--- config.mk ---
export PLATFORM = sky130hd
export DESIGN_NAME = booth_pp_gen
export DESIGN_NICKNAME = d
export VERILOG_FILES = /design/src/rtl/mul_pkg.sv /design/src/rtl/booth_pp_row.sv /design/src/rtl/booth_pp_gen.sv
export SDC_FILE = /design/constraint.sdc
export NUM_CORES = 1
export LEC_CHECK = 0
export CORE_MARGIN = 1.5
export CORE_UTILIZATION = 44
export DETAILED_ROUTE_END_ITERATION = 8
export DONT_BUFFER_PORTS = 1
export PLACE_DENSITY_LB_ADDON = 0.25
export RECOVER_POWER = 100
export SYNTH_ARGS = -nofsm -noshare
export SYNTH_HDL_FRONTEND = slang
export SYNTH_SLANG_ARGS = --single-unit
--- constraint.sdc ---
create_clock -name clk_i -period 7.3 [get_ports clk_i]
set_clock_uncertainty 0.2 [all_clocks]
set_input_delay 1.46 -clock clk_i [delete_from_list [all_inputs] [get_ports clk_i]]
set_output_delay 1.46 -clock clk_i [all_outputs]
set_load 0.005 [all_outputs]
--- src/rtl/mul_pkg.sv ---
// Shared multiplier definitions: radix-4 Booth digit type, group codes and the
// group-to-digit encoder used by the partial-product generator.
package mul_pkg;

   typedef enum logic [2:0] {
      ZERO = 3'd0,
      POS1 = 3'd1,
      POS2 = 3'd2,
      NEG1 = 3'd3,
      NEG2 = 3'd4
   } booth_dig_e;

   // Overlapping 3-bit multiplier groups {b[2i+1], b[2i], b[2i-1]}
   localparam logic [2:0] GRP_ZERO_P = 3'b000;
   localparam logic [2:0] GRP_POS1_A = 3'b001;
   localparam logic [2:0] GRP_POS1_B = 3'b010;
   localparam logic [2:0] GRP_POS2   = 3'b011;
   localparam logic [2:0] GRP_NEG2   = 3'b100;
   localparam logic [2:0] GRP_NEG1_A = 3'b101;
   localparam logic [2:0] GRP_NEG1_B = 3'b110;
   localparam logic [2:0] GRP_ZERO_N = 3'b111;

   function automatic booth_dig_e booth_enc(input logic [2:0] grp);
      booth_dig_e dig;
      dig = ZERO;
      case (grp)
         GRP_ZERO_P: dig = ZERO;
         GRP_POS1_A: dig = POS1;
         GRP_POS1_B: dig = POS1;
         GRP_POS2:   dig = POS2;
         GRP_NEG2:   dig = NEG2;
         GRP_NEG1_A: dig = NEG1;
         GRP_NEG1_B: dig = NEG1;
         GRP_ZERO_N: dig = ZERO;
         default:    dig = ZERO;
      endcase
      return dig;
   endfunction

endpackage

--- src/rtl/booth_pp_row.sv ---
// One Booth partial-product row: digit x a_ext, weighted by 4^RowIdx, modulo 2^ProdDw.
module booth_pp_row
   import mul_pkg::*;
#(
   parameter int unsigned ProdDw = 16,
   parameter int unsigned RowIdx = 0
) (
   input  booth_dig_e        dig_i,
   input  logic [ProdDw-1:0] a_ext_i,
   output logic [ProdDw-1:0] pp_row_c
);

   localparam int unsigned Shift = 2 * RowIdx;

   logic [ProdDw-1:0] a_dbl;
   logic [ProdDw-1:0] mult;

   assign a_dbl = a_ext_i << 1;

   // Negation is a full two's complement so no correction row is needed downstream
   always_comb begin
      mult = '0;
      case (dig_i)
         ZERO:    mult = '0;
         POS1:    mult = a_ext_i;
         POS2:    mult = a_dbl;
         NEG1:    mult = ~a_ext_i + ProdDw'(1);
         NEG2:    mult = ~a_dbl + ProdDw'(1);
         default: mult = '0;
      endcase
   end

   assign pp_row_c = mult << Shift;

endmodule

--- src/rtl/booth_pp_gen.sv ---
// Radix-4 Booth partial-product generator with a single registered stage and
// valid/ready handshake; feeds the compressor tree's addend and pp_opt inputs.
module booth_pp_gen
   import mul_pkg::*;
#(
   parameter int unsigned OpDw   = 8,
   parameter int unsigned ProdDw = 2 * OpDw,
   parameter int unsigned PpNum  = OpDw / 2 + 1
) (
   input  logic                         clk_i,
   input  logic                         rst_i,
   input  logic                         flush_i,
   input  logic                         in_valid_i,
   output logic                         in_ready_o,
   input  logic                         signed_i,
   input  logic [OpDw-1:0]              a_i,
   input  logic [OpDw-1:0]              b_i,
   output logic                         out_valid_o,
   input  logic                         out_ready_i,
   output logic [PpNum-1:0][ProdDw-1:0] pp_o,
   output logic                         pp_opt_o
);

   localparam int unsigned BextDw = OpDw + 3;
   localparam int unsigned ExtDw  = ProdDw - OpDw;

   logic [BextDw-1:0]              b_ext;
   logic [ProdDw-1:0]              a_ext;
   logic                           b_sign;
   logic                           a_sign;
   booth_dig_e                     dig [PpNum];
   logic [PpNum-1:0][ProdDw-1:0]   row_c;
   logic [PpNum-1:0][ProdDw-1:0]   pp_d;
   logic                           accept_c;
   logic                           fire_c;

   assign in_ready_o = !out_valid_o || out_ready_i;
   assign accept_c   = in_valid_i && in_ready_o && !flush_i;
   assign fire_c     = out_valid_o && out_ready_i;

   // Operand extension follows the selected signedness for both operands
   assign b_sign = signed_i & b_i[OpDw-1];
   assign a_sign = signed_i & a_i[OpDw-1];
   assign b_ext  = {b_sign, b_sign, b_i, 1'b0};
   assign a_ext  = {{ExtDw{a_sign}}, a_i};

   for (genvar gi = 0; gi < PpNum; gi++) begin : g_row
      assign dig[gi] = booth_enc(b_ext[2*gi +: 3]);

      booth_pp_row #(
         .ProdDw (ProdDw),
         .RowIdx (gi)
      ) u_row (
         .dig_i    (dig[gi]),
         .a_ext_i  (a_ext),
         .pp_row_c (row_c[gi])
      );
   end

   // Signed recoding only needs PpNum-1 rows; the top row is zeroed so the tree can skip it
   always_comb begin
      pp_d = row_c;
      if (signed_i) begin
         pp_d[PpNum-1] = '0;
      end
   end

   always_ff @(posedge clk_i) begin
      if (rst_i) begin
         out_valid_o <= 1'b0;
      end else if (flush_i) begin
         out_valid_o <= 1'b0;
      end else if (accept_c) begin
         out_valid_o <= 1'b1;
      end else if (fire_c) begin
         out_valid_o <= 1'b0;
      end
   end

   // Data registers load only on accept so they stay quiet while idle
   always_ff @(posedge clk_i) begin
      if (rst_i) begin
         pp_o     <= '0;
         pp_opt_o <= 1'b0;
      end else if (accept_c) begin
         pp_o     <= pp_d;
         pp_opt_o <= signed_i;
      end
   end

endmodule
==> impl_metrics.ini, run 1 <==
[die]
chipHeight_um = 94.92
die_area_mm2 = 0.009009
dieWidth_um = 94.92
design.portCount = 105
floorplan.initialDensity = 0.4524
placement_rows = 33
coreArea_mm2 = 0.008217

[yosys]
yosys.area_share.adder = 0.02356
synth_xor_area_frac = 0.01851
postSynth.asyncResetShare = 0
synthMuxAreaShare = 0.01683
syn_area_per_cell_um2 = 7.777
yosys_most_used_dff = sky130_fd_sc_hd__dfxtp_1
synth_cells = 478
synth_edf_count = 0
synth_simple_gate_area_frac = 0.1972
seq_area_frac_synth = 0.3339
ys_types = 58
number_of_warnings_reported_in_the_yosys_synthesis_log = 0
ys_ff_latch = 62
synth-compound-area-share = 0.3164
syn-cell-area_mm2 = 0.003717
main_combinational_cell_family_by_area_after_synthesis = compound AO/OA/AOI/OAI gates

[pwr]
power.density_mw_per_mm2 = 202.0
power.net_switching_mw = 0.2225
switching_share_of_power = 0.2888
pwr-share-seq = 0.468
power.total_mw = 0.7704
cell_internal_pwr_mw = 0.5479
share_clk_of_total_power = 0.366
leakagePower_nw = 1.485
power_frac_comb = 0.166
vdd_drop_max_v = 0.00009644

[worst_setup_path]
worst_setup_path_class = in2reg
top_family_by_delay_on_critical_path = simple AND/OR/NAND/NOR gates
cp-end-kind = register
rr_startpoint = out_valid_o
number_of_cells_traversed_by_the_worst_register_to_register_path = 6
cp-start-kind = primary input
worst-r2r-setup-slack_ps = 3800
critical-path-slowest-cell = sky130_fd_sc_hd__nor2_1
arrival_ps = 4380
crit-reg2reg-capture = pp_o[7]
timing.critical_path.fanout_max = 33
cp.buffers_inverters = 1
timing.critical_path.depth = 6
slowest_delay_ps = 1690
cp_cell_sequence = nand2b_1 > nor3b_1 > clkbuf_1 > nor2_1 > a22oi_1 > o31ai_1
required_ps = 7370

[clocking]
cts.htree.levels = 3
cts_post_setup_buffers_inserted = 0
ctsRootBufferMaster = sky130_fd_sc_hd__clkbuf_8
cts-buffers-inserted = 9
clock_sinks = 62
tritoncts = yes
max-clock-path-buffers = 2
clk_pin_slew_ps = 70
ctsResizeCount = 0
cts_hold_repair.buffers = 0
clock_insertion_delay_worst_skew_ps = 340

[sta]
finalSetupViolations = 0
finalMaxSlewViolations = 34
final_cycle_share = 0.5910
max_slew_margin = -0.3433
unrepaired_setup_endpoints_after_global_routing = false
period_minus_slack_ps = 4314
report.final.hold_viol_count = 0
max_clock_freq_mhz = 231.8
fin_setup_tns_ps = 0
worst-slew-pin-transition_ps = 2007

[outcome]
failed_checks = capacitance limit, slew limit
status = complete, but fails checks

[placed_design]
routabilityCongestion = 0.9604
count_of_port_buffers_added_during_placement = 0
detailedPlacementHpwl_um = 7669

[drt]
vias = 3521
routed_wirelength_um = 11040
vias_per_cell = 6.254
drt_iter0_markers = 290
drc = 0
routedWlPerCell_um = 19.61
drtAntennaViolNets = 0
drt_pass1_iterations = 6

[global_routing]
wire_length_of_the_first_global_routing_pass_um = 16840
grt_use_total = 0.2479
gr-total-overflow = 0
grt_pass1_vias = 3181
antenna_found_initial = 0
grt_max_degree = 34

[layout]
mostFrequentLayoutCells = sky130_fd_sc_hd__nand2_1, sky130_fd_sc_hd__dfxtp_1, sky130_fd_sc_hd__nor2_1, sky130_fd_sc_hd__a21oi_1, sky130_fd_sc_hd__o21ai_0
synthToLayoutAreaGrowth_pct = 2.592
num-nets-final = 482
drive_gt1_frac = 0.05677
n_antenna_cell = 0
final_core_util = 0.4641

[worst_hold_path]
hold_path_depth = 2
hold_class = reg2reg
holdCritStartpoint = pp_o[76]
worst_hold_path.endpoint = pp_o[76]

[job]
maxCapViolations = 1
==> power groups by stage <==
stage | Combinational (mW) | Sequential (mW) | Clock (mW)
floorplan | 0.119 | 0.365 | 0
global placement | 0.122 | 0.368 | 0
detailed placement | 0.125 | 0.368 | 0
CTS | 0.125 | 0.360 | 0.288
global route | 0.140 | 0.362 | 0.303
finish | 0.128 | 0.360 | 0.282
==> synth_stat cells, types with 11 or more instances <==
cell type	number	share of area
sky130_fd_sc_hd__dfxtp_1	62	0.33
sky130_fd_sc_hd__nand2_1	62	0.063
sky130_fd_sc_hd__clkbuf_1	34	0.034
sky130_fd_sc_hd__a21oi_1	33	0.044
sky130_fd_sc_hd__nor2_1	33	0.033
sky130_fd_sc_hd__o21ai_0	30	0.040
sky130_fd_sc_hd__buf_4	20	0.040
sky130_fd_sc_hd__a21o_1	18	0.036
sky130_fd_sc_hd__a22oi_1	17	0.034
sky130_fd_sc_hd__nand3_1	15	0.020
sky130_fd_sc_hd__nor2b_1	14	0.024
sky130_fd_sc_hd__a221oi_1	12	0.028
sky130_fd_sc_hd__inv_1	11	0.011
==> final cells by class <==
| cell class | instances | area (µm²) |
|---|---|---|
| clock buffer | 13 | 168.9 |
| clock inverter | 3 | 17.52 |
| fill | 849 | 4403 |
| inverter | 12 | 45.04 |
| multi-input combinational | 366 | 2198 |
| sequential | 62 | 1241 |
| tap | 105 | 131.4 |
| timing repair buffer | 2 | 11.26 |
==> registers in the layout, summed over array words and instances (netlist names) <==
name and count:
pp_o 60, out_valid_o 1, pp_opt_o 1
==> cells by family after synthesis <==
family	Yosys count
AO/OA/AOI/OAI	170
AND/OR/NAND/NOR	156
buffers and inverters	69
flip-flops	62
adder cells (fa/ha/maj)	7
XOR/XNOR	7
multiplexers	6
other	1
==> stage by stage <==
step                std cells  hold WS [ps]  setup WS, ps  cell area, µm²
CTS                       563         268.3          3891            3825
global route              563         292.0          2621            3814
detailed placement        547         257.2          3556            3638
floorplan                 497         248.3          3669            3789
finish                    563         261.5          2986            3814
global placement          547         254.7          3692            3638
==> worst reg2reg max path, delay by kind of cell (launching register included) <==
family                 cells  cell delay [ps]
AOI/OAI and AO/OA          2              380
DFF                        1              350
buffers and inverters      1              480
and+or+nand+nor            3             1990
==> worst max-delay path by stage <==
stage	startpoint	to	slack, ps
6_report	out_ready_i	pp_o[7]	2990
5_1_grt	out_ready_i	pp_o[7]	2620
4_1_cts	b_i[1]	pp_o[27]	3890
3_5_place_dp	b_i[1]	pp_o[27]	3560
3_3_place_gp	b_i[1]	pp_o[29]	3690
2_1_floorplan	b_i[3]	pp_o[41]	3670
==> layer usage <==
layer | routed length, µm | track usage | vias to the layer above | part of all wire
met3 | 1360 | 0.08535 | 25 | 0.12
met5 | 0 | 0 | - | 0
li1 | - | - | 1662 | -
met1 | 4511 | 0.3296 | 1625 | 0.41
met2 | 4887 | 0.3643 | 209 | 0.44
met4 | 282 | 0.09950 | 0 | 0.026
Note: power is estimated with default switching activity, not from simulation.
==> inputs of run 2 (changes only) <==
clock period = 4.13 ns   (was 7.3 ns; I/O delays follow)
==> impl_metrics.ini, run 2 (same netlist as run 1, synthesis figures left out) <==
[outcome]
status = finished clean

[sta]
period_minus_slack_ps = 3003
worst-slew-pin-transition_ps = 1403
report.final.hold_viol_count = 0
final.setup.worst_slack_ps = 1127
max_slew_margin = 0.06470
finalSetupViolations = 0
holdWs_ps = 263.0
fin_setup_tns_ps = 0
unrepaired_setup_endpoints_after_global_routing = false
max_clock_freq_mhz = 333.1
finalMaxSlewViolations = 0
final_cycle_share = 0.7270

[die]
chipHeight_um = 94.92
die_area_mm2 = 0.009009
coreArea_mm2 = 0.008217
placement_rows = 33
floorplan.initialDensity = 0.4524
design.portCount = 105
dieWidth_um = 94.92

[layout]
num-nets-final = 484
mostFrequentLayoutCells = sky130_fd_sc_hd__nand2_1, sky130_fd_sc_hd__dfxtp_1, sky130_fd_sc_hd__a21oi_1
final_core_util = 0.4635
stdcell_count = 565
register_with_the_most_flip_flops = pp_o
stdcell_area_mm2 = 0.003809
n_antenna_cell = 0
biggestRegsByFlops = pp_o: 60 flops, out_valid_o: 1 flops, pp_opt_o: 1 flops
synthToLayoutAreaGrowth_pct = 2.457
drive_gt1_frac = 0.06087
largest_register_ffs = 60

[global_routing]
gr-total-overflow = 0
antenna_found_initial = 0
wire_length_of_the_first_global_routing_pass_um = 16820
grt_pass1_vias = 3170
grt_use_total = 0.2492
grt_max_degree = 34

[drt]
vias = 3544
routed_wirelength_um = 10840
drc = 0
drt_iter0_markers = 318
drtAntennaViolNets = 0
vias_per_cell = 6.273
drt_pass1_iterations = 5
routedWlPerCell_um = 19.19

[pwr]
power.total_mw = 1.343
vdd_drop_max_v = 0.0001613
switching_share_of_power = 0.3047
pwr-share-seq = 0.474
leakagePower_nw = 1.473
power.density_mw_per_mm2 = 352.5
share_clk_of_total_power = 0.362
cell_internal_pwr_mw = 0.9336
power_frac_comb = 0.164
power.net_switching_mw = 0.4091

[worst_hold_path]
hold_class = reg2reg

[clocking]
cts.htree.levels = 3
ctsRootBufferMaster = sky130_fd_sc_hd__clkbuf_8
clock_sinks = 62
cts_post_setup_buffers_inserted = 0
ctsResizeCount = 0
cts-buffers-inserted = 9
tritoncts = yes
cts_hold_repair.buffers = 0
max-clock-path-buffers = 2
clk_pin_slew_ps = 80
clock_insertion_delay_worst_skew_ps = 360

[placed_design]
dpl.cell_count = 549
placed_cell_area_mm2 = 0.003654
count_of_port_buffers_added_during_placement = 0
detailedPlacementHpwl_um = 7603
routabilityCongestion = 0.9527
dp_slack_ps = 1083

[job]
maxCapViolations = 0

[worst_setup_path]
timing.critical_path.fanout_max = 22
required_ps = 4170
worst-r2r-setup-slack_ps = 1280
cp-end-kind = register
worst_setup_path_class = in2reg
cp-start-kind = primary input
arrival_ps = 3050
## run 2: cell count changes in the layout (fill, tap and decap cells not counted), sizes merged
cell      previous run  this run
clkbuf              14        12
clkinvlp             1         3
buf                  1         2
clkinv               3         4
## run 2: path summary, 6_finish.rpt
check / end / startpoint / depth (start not counted)
hold / removal: pp_o[36] / pp_o[36] / 2
setup reg to reg: pp_o[6] / out_valid_o / 5
setup / recovery: pp_o[6] / out_ready_i / 5
hold reg to reg: pp_o[36] / pp_o[36] / 2
## run 2: routing by layer
layer / GRT usage / wire length (µm) / vias up
li1: - / - / 1653
met1: 0.3229 / 4491 / 1641
met2: 0.3655 / 4734 / 216
met3: 0.08937 / 1225 / 34
met4: 0.1169 / 394 / 0
met5: 0 / 0 / -
## run 2: cell type report
class,instances,area [µm²]
clock buffer,10,137.6
clock inverter,6,37.54
fill,836,4408
inverter,12,45.04
multi-input combinational,366,2193
sequential,62,1241
tap,105,131.4
timing repair buffer,4,22.52
## run 2: power groups by stage
stage	Clock [mW]	Sequential, mW	Combinational [mW]
after floorplan	0	0.646	0.210
after CTS	0.489	0.638	0.219
after global routing	0.519	0.640	0.245
final	0.486	0.637	0.220
after detailed placement	0	0.651	0.218
after global placement	0	0.651	0.215
## run 2: worst max-delay path: stages
cell and delay, ps:
sky130_fd_sc_hd__nand2b_1 160, sky130_fd_sc_hd__nor3b_1 790, sky130_fd_sc_hd__clkbuf_1 790, sky130_fd_sc_hd__nor2_1 70, sky130_fd_sc_hd__a2111oi_0 400
